===== src/rtl/scic_pkg.sv =====
// Shared definitions for the instruction fetch stage: opcode encodings,
// instruction field positions and the fetch state encoding.
package scic_pkg;

   typedef enum logic [3:0] {
      ADD = 4'd1,
      SL  = 4'd2,
      SR  = 4'd3,
      LI  = 4'd4,
      LD  = 4'd5,
      OR  = 4'd6,
      ST  = 4'd7,
      BR  = 4'd8,
      AND = 4'd9
   } opcode_t;

   localparam int OPCODE_MSB  = 31;
   localparam int OPCODE_LSB  = 28;
   localparam int OPERAND_MSB = 15;
   localparam int OPERAND_LSB = 0;

   typedef enum logic {
      FETCH = 1'b0,
      VALID = 1'b1
   } fetch_state_t;

endpackage


===== src/rtl/instruction_fetch.sv =====
// Instruction fetch stage: reads one word per fetch from an external ROM and
// presents it with a valid/ready handshake. Define FETCH_PREFETCH_EN for back-to-back fetch.
module instruction_fetch
   import scic_pkg::*;
#(
   parameter int ADDR_WIDTH = 5,
   parameter int DATA_WIDTH = 32
) (
   input  logic                  clk,
   input  logic                  rst_n,
   output logic [ADDR_WIDTH-1:0] rom_address,
   output logic                  rom_chip_select,
   input  logic [DATA_WIDTH-1:0] rom_data,
   input  logic                  redirect_valid,
   input  logic [ADDR_WIDTH-1:0] redirect_addr,
   output logic                  inst_valid,
   input  logic                  inst_ready,
   output logic [3:0]            inst_opcode,
   output logic [15:0]           inst_operand,
   output logic [ADDR_WIDTH-1:0] inst_pc
);

   localparam logic [DATA_WIDTH-1:0] FIELD_MASK = DATA_WIDTH'(32'hF000_FFFF);

   fetch_state_t          state_reg, state_next;
   logic [ADDR_WIDTH-1:0] pc_reg, pc_next;
   logic [ADDR_WIDTH-1:0] inst_pc_reg, inst_pc_next;
   logic [3:0]            opcode_reg, opcode_next;
   logic [15:0]           operand_reg, operand_next;
   logic                  sample;

   // Bits outside the opcode/operand fields carry no meaning for this stage.
   logic unused_fields;
   assign unused_fields = ^(rom_data & ~FIELD_MASK);

   always_ff @(posedge clk or negedge rst_n) begin
      if (!rst_n) begin
         state_reg   <= FETCH;
         pc_reg      <= '0;
         inst_pc_reg <= '0;
         opcode_reg  <= '0;
         operand_reg <= '0;
      end else begin
         state_reg   <= state_next;
         pc_reg      <= pc_next;
         inst_pc_reg <= inst_pc_next;
         opcode_reg  <= opcode_next;
         operand_reg <= operand_next;
      end
   end

   always_comb begin
      state_next   = state_reg;
      pc_next      = pc_reg;
      inst_pc_next = inst_pc_reg;
      opcode_next  = opcode_reg;
      operand_next = operand_reg;
      sample       = 1'b0;

      // A redirect overrides any fetch or handshake in the same cycle.
      if (redirect_valid) begin
         pc_next    = redirect_addr;
         state_next = FETCH;
      end else begin
         case (state_reg)
            FETCH: begin
               sample     = 1'b1;
               state_next = VALID;
            end
            VALID: begin
               if (inst_ready) begin
`ifdef FETCH_PREFETCH_EN
                  sample = 1'b1;
`else
                  state_next = FETCH;
`endif
               end
            end
            default: state_next = FETCH;
         endcase
      end

      if (sample) begin
         opcode_next  = rom_data[OPCODE_MSB:OPCODE_LSB];
         operand_next = rom_data[OPERAND_MSB:OPERAND_LSB];
         inst_pc_next = pc_reg;
         pc_next      = pc_reg + ADDR_WIDTH'(1);
      end
   end

   // Reset gates the select directly so the ROM sees no access while held in reset.
   assign rom_chip_select = rst_n & sample;
   assign rom_address     = pc_reg;
   assign inst_valid      = (state_reg == VALID);
   assign inst_opcode     = opcode_reg;
   assign inst_operand    = operand_reg;
   assign inst_pc         = inst_pc_reg;

endmodule


===== config.mk =====
export PLATFORM = sky130hd
export DESIGN_NAME = instruction_fetch
export DESIGN_NICKNAME = d
export VERILOG_FILES = /design/src/rtl/scic_pkg.sv /design/src/rtl/instruction_fetch.sv
export SDC_FILE = /design/constraint.sdc
export NUM_CORES = 1
export LEC_CHECK = 0
export ABC_AREA = 1
export CAP_MARGIN = 20
export CORE_ASPECT_RATIO = 0.75
export CORE_UTILIZATION = 35
export CTS_BUF_LIST = sky130_fd_sc_hd__clkbuf_4 sky130_fd_sc_hd__clkbuf_8
export DETAILED_ROUTE_END_ITERATION = 8
export GPL_TIMING_DRIVEN = 0
export PLACE_DENSITY = 0.77
export SLEW_MARGIN = 25
export SYNTH_ARGS = -nofsm -noshare
export SYNTH_HDL_FRONTEND = slang
export SYNTH_SLANG_ARGS = --single-unit

===== constraint.sdc =====
create_clock -name clk -period 1.1 [get_ports clk]
set_clock_uncertainty 0.2 [all_clocks]
set_input_delay 0.22 -clock clk [delete_from_list [all_inputs] [get_ports clk]]
set_output_delay 0.22 -clock clk [all_outputs]
set_load 0.01 [all_outputs]

# [Word-level counts from Yosys, hierarchy flattened]
# Cells that the tools add are included.
[word_totals] wordCells=16 ramBits=0 romBits=0 n_memories=0 register_bits=31 latch_bits=0 in_bits=41
[op_classes] n_reduce_logical=1 eq_ne=0 n_mul=0 n_mux=7 addsub=1 n_bitwise=2 shifts=0 n_lt_le_gt_ge=0 div=0
[op_table] cell="5-bit 2-to-1 mux" n=2
[op_table] cell="5-bit by 1-bit adder with 5-bit output, second input constant" n=1
[op_table] cell="1-bit 2-to-1 mux" n=4
[op_table] cell="1-bit one-hot mux with 2 select lines" n=1
[op_table] cell="2-bit nonzero test" n=1
[op_table] cell="1-bit AND" n=1
[op_table] cell="1-bit NOT" n=1

# [Logic depth before layout (Yosys ltp)]
[depth] ltp_word=3 ltp_mapped=7 depth_no_buf=7

# [Worst setup path before layout]
# No wires, ideal clock.
[synth_timing] path_type="register to output" startpoint="reg state_reg (netlist: inst_valid)" endpoint="out rom_chip_select" arrival_time_ps=950 stages_incl_launch_ff=5 path_buffers=1 slack_ps=-270 required_ps=680 cell_sequence="dfrtp_1 > inv_1 > nand2_2 > buf_4 > nor2_1"
[synth_via] elab_chain_cells=3
[synth_rtl] element="start: declaration" line="instruction_fetch.sv:25" rtl="fetch_state_t state_reg, state_next;"
[synth_rtl] element="start signal: assignment" line="instruction_fetch.sv:44" rtl="state_reg <= state_next;"
[synth_rtl] element="1-bit 2-to-1 mux" line="instruction_fetch.sv:65" rtl="case (state_reg)"
[synth_rtl] element="1-bit 2-to-1 mux" line="instruction_fetch.sv:61" rtl="if (redirect_valid) begin"
[synth_rtl] element="1-bit AND" line="instruction_fetch.sv:92" rtl="assign rom_chip_select = rst_n & sample;"
[synth_rtl] element="end: declaration" line="instruction_fetch.sv:12" rtl="output logic rom_chip_select,"
# No other way between the ends.

# [Final worst setup path]
[layout_timing] startpoint="reg state_reg (netlist: inst_valid)" endpoint="reg pc_reg[4] (netlist: rom_address[4])"
[layout_via] elab_chain_cells=3
[layout_rtl] element="1-bit 2-to-1 mux (*)" line="instruction_fetch.sv:65"
[layout_rtl] element="1-bit 2-to-1 mux (*)" line="instruction_fetch.sv:61"
[layout_rtl] element="5-bit 2-to-1 mux / 2-bit nonzero test (equally long branches)"
[layout_rtl] element="end signal: assignment" line="instruction_fetch.sv:45" rtl="pc_reg <= pc_next;"
[layout_rtl] element="end: declaration" line="instruction_fetch.sv:26" rtl="logic [ADDR_WIDTH-1:0] pc_reg, pc_next;"
# Mark *: on every way between the ends. The rest lies on a longest branch, timed or not.
# A chain may end at the register's enable or synchronous reset.

==> impl_metrics.json <==
{
  "finalCriticalPeriod_ns": 1.53,
  "fin_ws_ns": -0.435,
  "crit_path_max_fanout": 5,
  "netlist_top_cells_count": "nand2_1 (76), dfrtp_1 (31), nor2_1 (11)",
  "r2r_slack_ns": -0.43,
  "rsz0062_at_grt": "true",
  "drive_gt1_frac": 0.369,
  "hpwl_mm": 2.19,
  "postRouteAntennaNets": 0,
  "route.vias.total": 1300,
  "cap_viol_max_count": 0,
  "syn_inst": 150,
  "coreArea_um2": 3400,
  "multiInputGateArea_um2": 482,
  "grt_pass1_wl_mm": 5.19,
  "synth-edff-count": 0,
  "worst_slew_pin_slew_ns": 0.374,
  "cts_tree": "yes",
  "fin_cells": 302,
  "dp_worst_setup_slack_ns": -1.14,
  "crit_required_ns": 1.11,
  "synth_nets": 192,
  "cp-startpoint": "inst_valid",
  "drv_slew": 0,
  "status": "finished with violations",
  "insertion_delay_ns": 0.28,
  "synth_area_per_cell_um2": 8.61,
  "hp-class": "input port to asynchronous set/reset pin",
  "ys_seq_area_frac": 0.601,
  "dieHeight_um": 54.6,
  "cpMostUsedCell": "nor2_1",
  "grt_use_met3": 0.0626,
  "synth.most_common_cell": "nand2_1",
  "cts.sinks": 31,
  "drt_first_pass_iters": 4,
  "yosysWarnings": 0,
  "fp-row-count": 18,
  "max_slew_margin": 0.751,
  "cp.arrival_ns": 1.54,
  "finalSetupViolations": 62,
  "use_met2": 0.291,
  "yosysUniqueCellTypes": 18,
  "cts_root_buffer": "clkbuf_8",
  "failed_checks": "hold timing, setup timing",
  "crit_family": "simple AND/OR/NAND/NOR gates",
  "ys.flop_type": "dfrtp_1",
  "dp.cells": 261,
  "vias_per_cell": 4.30,
  "synth_area_um2": 1290,
  "cts_made_buffers": 5,
  "drc": 0,
  "seq_area_um2": 779,
  "grt_busiest_layer": "met2",
  "final_util": 0.703,
  "grt_antenna_before_repair": 0,
  "die_w_um": 72.1,
  "detail_route.wirelength_mm": 3.53,
  "die_area_um2": 3940,
  "worst_path_max_delay_cell": "dfrtp_1",
  "start_util": 0.380,
  "fill_cells": 283,
  "start_kind": "register",
  "grt_max_degree": 18,
  "p_leak_nw": 1.25,
  "area_delta_synth_final_pct": 85.3,
  "synth_top_area_frac": 0.601,
  "path_clk_slew_ns": 0.07,
  "slowest_delay_ns": 0.40,
  "io_pins": 73,
  "grt_pass1_vias": 1139,
  "io_buffers": 60,
  "n_antenna_cell": 0,
  "r2r_start": "inst_valid",
  "gp_congestion": 0.725,
  "endpoint_kind": "register",
  "power_density_nw_per_um2": 1490,
  "crit_chain": "buf_4 > buf_6 > nor2_4 > buf_8 > nand3_2 > nand2_1 > nor2_1 > nor2_1",
  "fin_crit_sh": 1.40,
  "max_freq_mhz": 651,
  "critical_path_buf_inv_count": 3,
  "finalHoldViolCount": 31,
  "synth-async-reset-ratio": 1.00,
  "critical_path_class": "register to register",
  "htree_levels": 2,
  "peakVddDrop_uv": 923,
  "cts_max_path_buffers": 2,
  "wire_per_inst_um": 11.7,
  "grt_usage": 0.179,
  "ys_ff_latch": 31,
  "holdWs_ns": -0.369,
  "reg2reg_depth": 8,
  "ys_top_cells_by_area": "dfrtp_1 (60%), nand2_1 (22%), nor2_1 (3.2%)",
  "nets": 293,
  "met1_usage": 0.228,
  "yosysTopAreaCell": "dfrtp_1",
  "largest_reg_flops": 16,
  "r2r_end": "rom_address[4]",
  "drt_iter0_markers": 80,
  "overflow": 0
}
## power breakdown
part | switching (mW) | internal (mW) | total (mW)
registers | 0.0919 | 1.30 | 1.39
clock network | 0.414 | 0.732 | 1.15
logic | 0.434 | 0.597 | 1.03
total | 0.940 | 2.63 | 3.57
## placed cells by master, fill, tap and decap left out, drive strengths merged
master	count
xnor2	1
clkdlybuf4s50	26
or2	1
dlygate4sd2	1
dfrtp	31
nor2	12
o211ai	1
o21a	1
nand2	77
o21ai	3
inv	9
nand3	6
clkbuf	10
ha	1
buf	68
a21oi	2
clkinv	1
bufinv	1
## final cells by class
cell class | count | area share
plain buffers | 5 | 0.0282
inverters | 9 | 0.0141
clock buffers | 6 | 0.0345
multi-input cells | 105 | 0.201
clock inverters | 2 | 0.0146
flip-flops and latches | 31 | 0.326
well taps | 50 | 0.0262
repair buffers | 94 | 0.355
## how the worst max path moves through the flow
stage,to,cells after the start
final,rom_address[4],8
after global routing,rom_address[4],8
after CTS,rom_chip_select,5
after detailed placement,rom_chip_select,6
after global placement,rom_chip_select,4
after floorplan,rom_address[3],6
## timing repair
item	4_1_cts	5_1_grt
gates cloned	0	3
endpoints found under the hold margin	31	31
resized for setup	139	18
pin swaps	1	5
endpoints found under the setup margin	62	62
buffers inserted	20	10
## per-layer routing
layer | vias up | share of wire
met5 | - | 0
met4 | 0 | 0.0051
met1 | 584 | 0.48
met2 | 47 | 0.45
li1 | 665 | -
met3 | 4 | 0.067
## cells by family (layout without fill, tap and decap cells)
family,after synthesis,in the layout,synth area share
xor gates and xnor gates,1,1,0.00678
DFF,31,31,0.601
AOI/OAI and AO/OA,7,7,0.0310
adders and majority gates,1,1,0.00969
and+or+nand+nor,96,96,0.291
buffers and inverters,14,116,0.0610
## worst register-to-register path: stages, from the launching register on
cell     delay, ns
dfrtp_1       0.40
buf_4         0.14
buf_6         0.12
nor2_4        0.16
buf_8         0.16
nand3_2       0.08
nand2_1       0.08
nor2_1        0.05
nor2_1        0.09
## stage by stage
stage          instance area, µm²  hold WS [ns]  TNS (ns)  total power, mW
2_1_floorplan                1330        -0.276     -2.88             1.74
6_report                     2390        -0.369    -14.99             3.57
4_1_cts                      2160        -0.324    -11.84             3.44
3_5_place_dp                 2010       -0.0195    -24.61             2.27
3_3_place_gp                 1990         0.256    -55.95             2.24
5_1_grt                      2390        -0.364    -18.23             3.79
Note: power is estimated with default switching activity, not from simulation.
